$ cat config.mk
export PLATFORM = sky130hd
export DESIGN_NAME = cnt_sched
export DESIGN_NICKNAME = d
export VERILOG_FILES = /design/src/rtl/cnt_sched_pkg.sv /design/src/rtl/cnt_sched_rr_pick.sv /design/src/rtl/cnt_sched.sv
export SDC_FILE = /design/constraint.sdc
export NUM_CORES = 1
export LEC_CHECK = 0
export ABC_AREA = 1
export CORE_ASPECT_RATIO = 1.2
export CORE_UTILIZATION = 45
export CTS_BUF_LIST = sky130_fd_sc_hd__clkbuf_8
export CTS_CLUSTER_DIAMETER = 80
export DETAILED_ROUTE_END_ITERATION = 12
export PLACE_DENSITY = 0.83
export SETUP_SLACK_MARGIN = 0.4
export SLEW_MARGIN = 20
export SYNTH_ARGS = -nofsm -noshare
export SYNTH_HDL_FRONTEND = slang
export SYNTH_SLANG_ARGS = --single-unit
export TNS_END_PERCENT = 1
$ cat constraint.sdc
create_clock -name clk -period 3.7 [get_ports clk]
set_input_delay 0.74 -clock clk [delete_from_list [all_inputs] [get_ports clk]]
set_output_delay 0.74 -clock clk [all_outputs]
set_load 0.02 [all_outputs]
$ cat src/rtl/cnt_sched_pkg.sv
// Shared types and defaults for the cnt_sched round-robin counter scheduler.
package cnt_sched_pkg;

    localparam int DEF_N_REQ = 4;
    localparam int DEF_CNT_W = 4;

    typedef enum logic [1:0] {
        IDLE = 2'b00,
        HOLD = 2'b01,
        INC  = 2'b10,
        DONE = 2'b11
    } state_t;

endpackage

$ cat src/rtl/cnt_sched_rr_pick.sv
// Combinational round-robin picker: first set req bit at or after rr_ptr wins.
module rr_pick #(
    parameter int N_REQ = 4
) (
    input  logic [N_REQ-1:0]         req,
    input  logic [$clog2(N_REQ)-1:0] rr_ptr,
    output logic [N_REQ-1:0]         grant,
    output logic [$clog2(N_REQ)-1:0] winner
);

    localparam int IDX_W = $clog2(N_REQ);

    logic found;
    int   j;

    always_comb begin
        grant  = '0;
        winner = '0;
        found  = 1'b0;
        j      = 0;
        for (int i = 0; i < N_REQ; i++) begin
            j = int'(rr_ptr) + i;
            if (j >= N_REQ) j = j - N_REQ;
            if (!found && req[j]) begin
                found    = 1'b1;
                grant[j] = 1'b1;
                winner   = IDX_W'(j);
            end
        end
    end

endmodule

$ cat src/rtl/cnt_sched.sv
// Shared-counter job scheduler: round-robin grant, counter steps every 2 clocks to lim.
// Optional abort port/logic enabled by defining CNT_SCHED_ABORT_EN.
module cnt_sched
    import cnt_sched_pkg::*;
#(
    parameter int N_REQ = DEF_N_REQ,
    parameter int CNT_W = DEF_CNT_W
) (
    input  logic                     clk,
    input  logic                     rst,
    input  logic [N_REQ-1:0]         req,
    input  logic [N_REQ*CNT_W-1:0]   lim,
    output logic [N_REQ-1:0]         gnt,
    output logic                     busy,
    output logic [CNT_W-1:0]         count,
    output logic                     done,
    output logic [$clog2(N_REQ)-1:0] done_id
`ifdef CNT_SCHED_ABORT_EN
    ,
    input  logic                     abort,
    output logic                     aborted
`endif
);

    localparam int IDX_W = $clog2(N_REQ);

    state_t             state, state_nxt;
    logic [IDX_W-1:0]   rr_ptr, winner, pick_idx;
    logic [N_REQ-1:0]   pick_gnt;
    logic [CNT_W-1:0]   lim_q;
    logic               start, abort_go;

    rr_pick #(.N_REQ(N_REQ)) u_pick (
        .req    (req),
        .rr_ptr (rr_ptr),
        .grant  (pick_gnt),
        .winner (pick_idx)
    );

    assign start = (state == IDLE) && (|req);

`ifdef CNT_SCHED_ABORT_EN
    assign abort_go = abort && ((state == HOLD) || (state == INC));
`else
    assign abort_go = 1'b0;
`endif

    always_ff @(posedge clk or negedge rst) begin
        if (!rst) state <= IDLE;
        else      state <= state_nxt;
    end

    always_comb begin
        state_nxt = state;
        case (state)
            IDLE:    if (|req) state_nxt = HOLD;
            HOLD:    state_nxt = (abort_go || count == lim_q) ? DONE : INC;
            INC:     state_nxt = abort_go ? DONE : HOLD;
            DONE:    state_nxt = IDLE;
            default: state_nxt = IDLE;
        endcase
    end

    // Job context is latched only at the grant; req/lim changes mid-job are ignored.
    always_ff @(posedge clk or negedge rst) begin
        if (!rst) begin
            gnt    <= '0;
            winner <= '0;
            lim_q  <= '0;
            count  <= '0;
            rr_ptr <= '0;
        end else begin
            if (start) begin
                gnt    <= pick_gnt;
                winner <= pick_idx;
                lim_q  <= lim[int'(pick_idx)*CNT_W +: CNT_W];
                count  <= '0;
            end
            if (state == INC && !abort_go) count <= count + 1'b1;
            if (state == DONE) begin
                gnt    <= '0;
                rr_ptr <= (winner == IDX_W'(N_REQ-1)) ? '0 : winner + 1'b1;
            end
        end
    end

`ifdef CNT_SCHED_ABORT_EN
    always_ff @(posedge clk or negedge rst) begin
        if (!rst)               aborted <= 1'b0;
        else if (abort_go)      aborted <= 1'b1;
        else if (state == DONE) aborted <= 1'b0;
    end
`endif

    assign busy    = (state != IDLE);
    assign done    = (state == DONE);
    assign done_id = done ? winner : '0;

endmodule

==> results.md, run 1 <==
- Root buf cell: clkbuf_8
- Status: finished clean
- Top cell type by total area after synthesis: dfrtp_1
- Crit-path max FO: 9
- IO Pins: 34
- CP Launch Type: flip-flop
- Area of the multi-input gates: around 870 µm²
- Crit Reg-Reg Startpoint: rr_ptr[0]
- Post-CTS Hold Buffers: 0
- Mean Syn Cell Area: 7.553 µm²
- CTS resizes: 0
- Via density: around 5.1
- Hold Path End: state[1]
- Crit path max-delay family: buffers and inverters
- Via count: about 1300
- Max-cap check violation count: 0
- Die width: 53.96 µm
- Post-CTS Setup Bufs: 0
- Cells along the critical path: nand2_1, nor2_1, clkdlybuf4s50_1
- Antenna-violating nets left: 0
- Layout cells sized above 1: 0.1184
- Worst-Skew Late Latency: 0.26 ns
- Setup TNS: 0 ns
- Filler instances: about 270
- Sequential-to-total area share from yosys stat: 0.3090
- Post-synthesis sequential element count: 18
- Clock power share: 0.093
- Max VDD drop: around 630 µV
- CTS tree: yes
- Die area: between 0.003 and 0.004 mm²
- Largest net degree at the start of global routing: 19
- CTS clk-pin slew, worst paths: 0.07 ns
- Worst path slowest cell: clkdlybuf4s50_1
- Post-synthesis net count: between 200 and 250
- # diodes: 0
- Setup violators final: 0
- Pint: 0.8202 mW
- Worst clock skew: about 0.0012 ns
- PwrDens: around 940 mW/mm²
- Cell count of the worst hold path: 1
- WP buf/inv: 1
- Final Cycle Share: 0.6563
- Cell variety after synth: 31
- Vias in the first global route: ~1300
- Leak: 0.9162 nW
- WP data required: roughly 3 ns
- Actual slew at the worst max-slew pin: approximately 0.77 ns
- Register Area: 450.4 µm²
- Area delta synth->final: 27.98%
- Total grt overflow: 0
- CP Class: reg2out
- WP data arrival: roughly 1.7 ns
- HPWL Detailed: approximately 2.4 mm
- Max-slew violation count: 0
- Comb pwr share: 0.698
- Post-Syn Instances: 193
- WL final: ~3.0 mm
- FF-to-FF End: lim_q[1]
- WL/cell: 11.40 µm
- CTS Buffer Depth: 2
- Sequential share of power: 0.210
- Row Count: 22
- GRT Total Usage: 0.2093
- Core box area: between 0.003 and 0.004 mm²
- Final Hold Violating Endpoints: 0
- Worst Hold Launch: state[1]
- First-pass GRT wire length: roughly 5.4 mm
- CTS buffer count: 3
- Yosys synthesis warning count: 0
- Cell Area, Synth: 0.001458 mm²
- Psw: approximately 0.9 mW
- Initial DRC Count: 46
- Antenna violations before repair: 0
- IO Port Bufs: 33
- Switching part of the total: 0.5301
- CP startpoint: state[0]
- Tmin final: about 2.4 ns
- Worst stage delay on the critical path: slightly above 0.6 ns
- Fmax: 411.8 MHz
- Slew margin rel.: 0.4870
- Router iterations before antenna repair: 4
- CTS Sinks: 18
- Hold Crit Class: reg2reg
- Share of the synthesized area in the top cell type: 0.3090
- DRC: 0
- Chip Height: ~64 µm
- Placed instance area: around 0.0018 mm²
- CTS H-Tree Depth: 1
- Crit path capture type: output pin
- Synth top area cells: dfrtp_1 31%, nand2_1 16%, nand3_1 6.5%, ha_1 5.2%, inv_1 5.2%
- Final Instance Area: roughly 0.0019 mm²
- Routability cong.: 0.8279
- Final nets: 257
- R2R Setup Slk: about 1.3 ns
- Initial core utilization: 0.4728
- R2R cell count: 14
- RSZ-0062 raised after global routing: false
synth_stat cells, drive strengths merged:
cell,number
o31ai,1
buf,2
inv,23
nor4,1
o2111ai,1
nand3,23
nand4,4
nor2,12
a2111oi,1
a31oi,1
ha,6
o21ai,9
xnor2,2
dfrtp,18
xor2,1
a22oi,4
nand2,72
bufinv,1
a21oi,10
a22o,1
layout make-up:
class | count | area share
clock buffers | 4 | 0.02951
inverters | 24 | 0.06237
multi-input cells | 149 | 0.4655
flip-flops and latches | 18 | 0.2414
well taps | 36 | 0.02414
repair buffers | 33 | 0.1771
cell families (layout without fill, tap and decap cells):
kind of cell,after synthesis,after routing,share of synthesized area
AND/OR/NAND/NOR,112,112,0.4129
flip-flops,18,18,0.3090
AO/OA/AOI/OAI,28,28,0.1133
buffers and inverters,26,61,0.09528
XOR/XNOR,3,3,0.01803
adder cells (fa/ha/maj),6,6,0.05150
power groups by stage:
stage          Sequential, mW  Clock [mW]  Combinational, mW
2_1_floorplan           0.360           0              0.951
4_1_cts                 0.365       0.164               1.22
6_report                0.366       0.162               1.22
3_3_place_gp            0.364           0               1.19
3_5_place_dp            0.367           0               1.22
5_1_grt                 0.377       0.171               1.38
registers in the layout (all words and copies together), names as in the netlist:
signal,count
winner,2
count,4
lim_q,4
state,2
gnt,4
rr_ptr,2
cells in the final DEF, fill, tap and decap left out, types with 2 or more instances in the layout:
| master | instances |
|---|---|
| dfrtp_1 | 18 |
| o21ai_0 | 9 |
| nand2_4 | 5 |
| xnor2_1 | 2 |
| clkdlybuf4s50_1 | 33 |
| nand3_2 | 3 |
| inv_1 | 20 |
| a22oi_1 | 4 |
| nand2_8 | 2 |
| nor2_1 | 9 |
| nand4_1 | 3 |
| inv_4 | 2 |
| nand3_1 | 19 |
| a21oi_1 | 10 |
| ha_1 | 6 |
| nand2_2 | 4 |
| clkbuf_8 | 4 |
| nand2_1 | 61 |
per-stage QoR:
stage	worst slack [ns]	util	power (mW)	cells	hold WS, ns
6_report	1.272	0.6051	1.745	264	0.4874
5_1_grt	1.090	0.6051	1.927	264	0.4999
4_1_cts	1.250	0.6051	1.749	264	0.4826
3_5_place_dp	0.9806	0.5873	1.585	260	0.4729
3_3_place_gp	1.063	0.5873	1.556	260	0.4666
2_1_floorplan	1.640	-	1.311	193	0.4394
worst max path at each step:
stage,end,slack (ns),cells after the start
after global routing,lim_q[2],1.09,15
after detailed placement,lim_q[0],0.98,7
after CTS,done_id[0],1.25,3
final,done_id[0],1.27,3
after floorplan,lim_q[0],1.64,14
after global placement,lim_q[0],1.06,7
worst register-to-register path: stages, from the launching register on:
cell and delay [ns]:
dfrtp_1 0.65, inv_8 0.10, ha_1 0.39, inv_1 0.12
nand3_2 0.10, nand2_4 0.12, inv_4 0.06, nor2_8 0.12
nand4_2 0.15, nand2_4 0.17, nand2_1 0.06, nand3_1 0.06
nand2_1 0.07, nand2_1 0.07, nand2_1 0.06
layer usage:
| metal | vias up | wire length (µm) | track usage |
|---|---|---|---|
| li1 | 704 | - | - |
| met1 | 596 | 1371 | 0.2702 |
| met2 | 38 | 1507 | 0.3472 |
| met3 | 3 | 99 | 0.01905 |
| met4 | 0 | 32 | 0.07895 |
| met5 | - | 0 | 0 |
Power figures use the tool's default switching activity.
==> inputs of run 2 (changes only) <==
- clock period: 3.7 -> 2.5 ns (I/O delays scaled with it)
==> run 2 against run 1 <==
Effect of this change: non-clock buffer count is 6 higher; first-iteration DRC count is 11% higher; clock skew hardly changed; hold slack better by 0.014 ns; sequential power is 39% higher; count of clock-buffer cells in the layout is 1 lower; critical path type unchanged; highest routed layer unchanged.
==> results.md, run 2 (same netlist as run 1, synthesis figures left out) <==
- Status: finished clean
- CTS H-Tree Depth: 1
- CTS tree: yes
- HPWL Detailed: about 2.6 mm
- CTS clk-pin slew, worst paths: about 0.060 ns
- Setup TNS: 0 ns
- Hold slack: 0.5010 ns
- DRC: 0
- Crit path capture type: output pin
- PwrDens: approximately 1400 mW/mm²
- Final Cycle Share: 0.8234
- Max VDD drop: around 870 µV
- Slew margin rel.: 0.4789
- Layout cells sized above 1: 0.1496
- Antenna-violating nets left: 0
- Root buf cell: clkbuf_8
- Final Instance Area: between 0.0015 and 0.002 mm²
- CTS Sinks: 18
- Fmax: between 400 and 500 MHz
- Commonest non-fill, non-tap cells in the layout: 60 x nand2_1, 29 x clkdlybuf4s50_1, 20 x inv_1, 19 x nand3_1, 18 x dfrtp_1
- CTS Buffer Depth: 2
- WL final: between 3 and 4 mm
- CP Class: reg2out
- Total grt overflow: 0
- Antenna violations before repair: 0
- Max-cap check violation count: 0
- GRT Total Usage: 0.2151
- Worst clock skew: ~0.0011 ns
- CTS buffer count: 3
- Area delta synth->final: 32.88%
- Initial DRC Count: roughly 50
- Filler instances: between 200 and 300
- Tmin final: between 2 and 2.5 ns
- Crit-path max FO: 9
- Initial core utilization: 0.4728
- Commonest non-fill, non-tap cell in the layout: nand2_1
- Post-CTS Hold Buffers: 0
- IO Port Bufs: 33
- Chip Height: 64.35 µm
- Largest regs: count x4, gnt x4, lim_q x4
- Vias in the first global route: 1366
- Routability cong.: about 0.97
- IO Pins: 34
- Row Count: 22
- Post-Layout Cell Count: 270
- DP Cell Count: ~270
- First-pass GRT wire length: about 5.6 mm
- Leak: 0.9882 nW
- Router iterations before antenna repair: 4
- Worst-Skew Late Latency: approximately 0.25 ns
- Placed instance area: 0.001856 mm²
- Setup violators final: 0
- # diodes: 0
- RSZ-0062 raised after global routing: true
- Via count: roughly 1400
- WL/cell: between 10 and 15 µm
- Core box area: approximately 0.003 mm²
- Post-CTS Setup Bufs: 0
- Actual slew at the worst max-slew pin: 0.7793 ns
- Max-slew violation count: 0
- WP data arrival: between 1.5 and 2 ns
- Die width: 53.96 µm
- Largest net degree at the start of global routing: 19
- Final nets: 264
- Die area: around 0.0035 mm²
- CP Launch Type: flip-flop
- WP data required: ~2 ns
- Via density: around 5.2
- Total power: roughly 2.7 mW
- Hold Crit Class: reg2reg
- Final Hold Violating Endpoints: 0
[run 2: cell types whose count changed in the layout (fill, tap and decap cells not counted), moves of 2 or more]
cell	delta
buf_4	+6
clkdlybuf4s50_1	-4
dlymetal6s2s_1	+4
nand2_2	+2
[run 2: path summary, 6_finish.rpt]
path	start	endpoint	slack (ns)	depth (start not counted)
max	state[1]	done_id[1]	0.44	3
min reg2reg	state[1]	state[1]	0.50	1
max in group asynchronous	rst	winner[1]	1.31	1
max reg2reg	rr_ptr[1]	lim_q[2]	0.48	15
min	state[1]	state[1]	0.50	1
min in group asynchronous	rst	count[2]	0.71	1
[run 2: final cells by class]
cell class | instances | area, µm² | area share
tap | 36 | 45.04 | 0.02326
timing repair buffer | 39 | 385.4 | 0.1990
clock buffer | 3 | 41.29 | 0.02132
sequential | 18 | 450.4 | 0.2326
multi-input combinational | 150 | 898.4 | 0.4638
inverter | 24 | 116.4 | 0.06008
[run 2: what timing repair did]
item,4_1_cts,5_1_grt
pin swaps,1,2
setup endpoints to repair,7,11
endpoints found under the hold margin,0,0
resized for setup,2,6
cloned,1,0
[run 2: metrics by stage]
stage / utilization / setup slack (ns)
floorplan: - / 0.4400
global placement: 0.6019 / 0.2478
detailed placement: 0.6019 / 0.1572
CTS: 0.6209 / 0.3448
global route: 0.6282 / 0.3377
finish: 0.6282 / 0.4416
[run 2: worst max-delay path: stages, from the launching register on]
cell	delay, ns
dfrtp_1	0.40
nand2_2	0.15
nor2_1	0.13
clkdlybuf4s50_1	0.62
[run 2: power breakdown]
group | switching [mW] | internal [mW] | total [mW] | leakage, nW
clock | 0.0875 | 0.107 | 0.194 | 0.0216
sequential | 0.0997 | 0.409 | 0.509 | 0.230
combinational | 1.23 | 0.762 | 1.99 | 0.736
total | 1.41 | 1.28 | 2.69 | 0.988
[run 2: metal layers]
layer,vias up,global-route usage,part of all wire
met2,57,0.3596,0.50
met1,627,0.2662,0.43
met3,5,0.04762,0.067
met4,0,0.06250,0.0096
met5,-,0,0
li1,722,-,-
==> inputs of run 3 (changes only) <==
- clock period: 2.5 -> 2.08 ns (I/O delays scaled with it)
==> run 3 against run 2 <==
Effect of this change: register-to-register slack worse by 0.30 ns; cell area is 6.4% higher; cell count is 6.3% higher; non-clock buffer count is 16 higher; critical path type unchanged; critical endpoint is now done; highest routed layer unchanged.
==> results.md, run 3 (same netlist as run 1, synthesis figures left out) <==
- Slew margin rel.: 0.7695
- Final Cycle Share: 0.9263
- HPWL Detailed: ~2.5 mm
- Fmax: just over 500 MHz
- Hold slack: a little under 0.5 ns
- IO Port Bufs: 33
- Leak: 1.056 nW
- CP Launch Type: flip-flop
- WP data arrival: between 1.5 and 2 ns
- Total grt overflow: 0
- Actual slew at the worst max-slew pin: about 0.34 ns
- Final nets: 280
- M3 GR Usage: 0.01905
- Tmin final: 1.927 ns
- Fin worst setup slack: around 0.15 ns
- IO Pins: 34
- CP startpoint: state[1]
- Final Core Density: 0.6684
- Max VDD drop: 1057 µV
- Crit path capture type: output pin
- Vias in the first global route: 1365
- Top Usage Layer GRT: met2
- Antenna-violating nets left: 0
- Placed instance area: slightly below 0.002 mm²
- PwrDens: 1724 mW/mm²
- Commonest non-fill, non-tap cells in the layout: 61 x nand2_1, 29 x clkdlybuf4s50_1, 22 x buf_4, 19 x inv_1, 19 x nand3_1
- Worst clock skew: around 0.0027 ns
- Status: finished clean
- Via density: ~5.2
- First-pass GRT wire length: approximately 5.5 mm
- Routability cong.: roughly 0.87
- Chip Height: 64.35 µm
- Post-Layout Cell Count: 287
- GRT Total Usage: 0.2059
- Core box area: slightly above 0.003 mm²
- DRC: 0
- Initial core utilization: 0.4728
- Antenna violations before repair: 0
- Router iterations before antenna repair: 5
- Root buf cell: clkbuf_8
- CP Class: reg2out
- # diodes: 0
- Final Instance Area: between 0.002 and 0.0025 mm²
- Crit Reg-Reg Startpoint: rr_ptr[1]
- Via count: 1489
- Worst-Skew Late Latency: roughly 0.26 ns
- Hold Crit Class: in2async
- Largest regs: count x4, gnt x4, lim_q x4
- WP data required: roughly 1.7 ns
- Initial DRC Count: 36
- Post-CTS Hold Buffers: 0
- CTS tree: yes
- Commonest non-fill, non-tap cell in the layout: nand2_1
- Row Count: 22
- CTS clk-pin slew, worst paths: approximately 0.07 ns
- Area delta synth->final: 41.37%
- CTS H-Tree Depth: 1
- WL/cell: between 10 and 15 µm
- DP Cell Count: 273
- Final Hold Violating Endpoints: 0
- CTS buffer count: 3
- Die width: 53.96 µm
- WL final: roughly 3.4 mm
- CTS Sinks: 18
- Crit-path max FO: 4
- Largest net degree at the start of global routing: 19
- Setup violators final: 0
- RSZ-0062 raised after global routing: true
- Max-slew violation count: 0
- CTS Buffer Depth: 2
- Met1 Usage GRT: 0.2526
- Met2 Resource Use GR: 0.3611
- Max-cap check violation count: 0
- Die area: around 0.0035 mm²
- Layout cells sized above 1: 0.2151
- Dpl ws: -0.06526 ns
run 3: final cells by class:
type / instances / area (µm²)
Fill cell: 263 / 1022
Multi-Input combinational cell: 150 / 895.9
Timing Repair Buffer: 55 / 501.7
Sequential cell: 18 / 452.9
Inverter: 24 / 110.1
Clock buffer: 4 / 55.05
Tap cell: 36 / 45.04
run 3: power breakdown:
| group | switching [mW] | internal, mW |
|---|---|---|
| sequential | 0.135 | 0.495 |
| clock | 0.119 | 0.168 |
| combinational | 1.52 | 1.11 |
run 3: path summary, 6_finish.rpt:
| kind | to | slack (ns) | cells after the start |
|---|---|---|---|
| worst max-delay path | done | 0.15 | 3 |
| worst min-delay path | state[1] | 0.48 | 2 |
| worst max register to register | lim_q[1] | 0.18 | 15 |
| worst min register to register | rr_ptr[0] | 0.49 | 1 |
| max in group asynchronous | rr_ptr[0] | 1.39 | 2 |
| min in group clk | rr_ptr[0] | 0.49 | 1 |
run 3: through the flow:
stage          TNS, ns  power, mW
2_1_floorplan        0      2.399
3_3_place_gp   -0.1308      2.970
3_5_place_dp   -0.2927      3.041
4_1_cts              0      3.344
5_1_grt              0      3.850
6_report             0      3.552
run 3: timing repair:
action,4_1_cts,5_1_grt
cloned,0,1
pin swaps,0,3
resized for setup,1,4
endpoints found under the setup margin,17,22
setup buffers,0,9
run 3: routing by layer:
layer	vias up	routed length, µm	share of wire
met1	671	1489	0.44
met2	51	1727	0.51
met3	12	86	0.025
met4	0	71	0.021
li1	755	-	-
met5	-	0	0
run 3: worst max-delay path: stages (launching register included):
cell	delay, ns
dfrtp_1	0.40
nand2_1	0.13
inv_1	0.12
clkdlybuf4s50_1	0.61
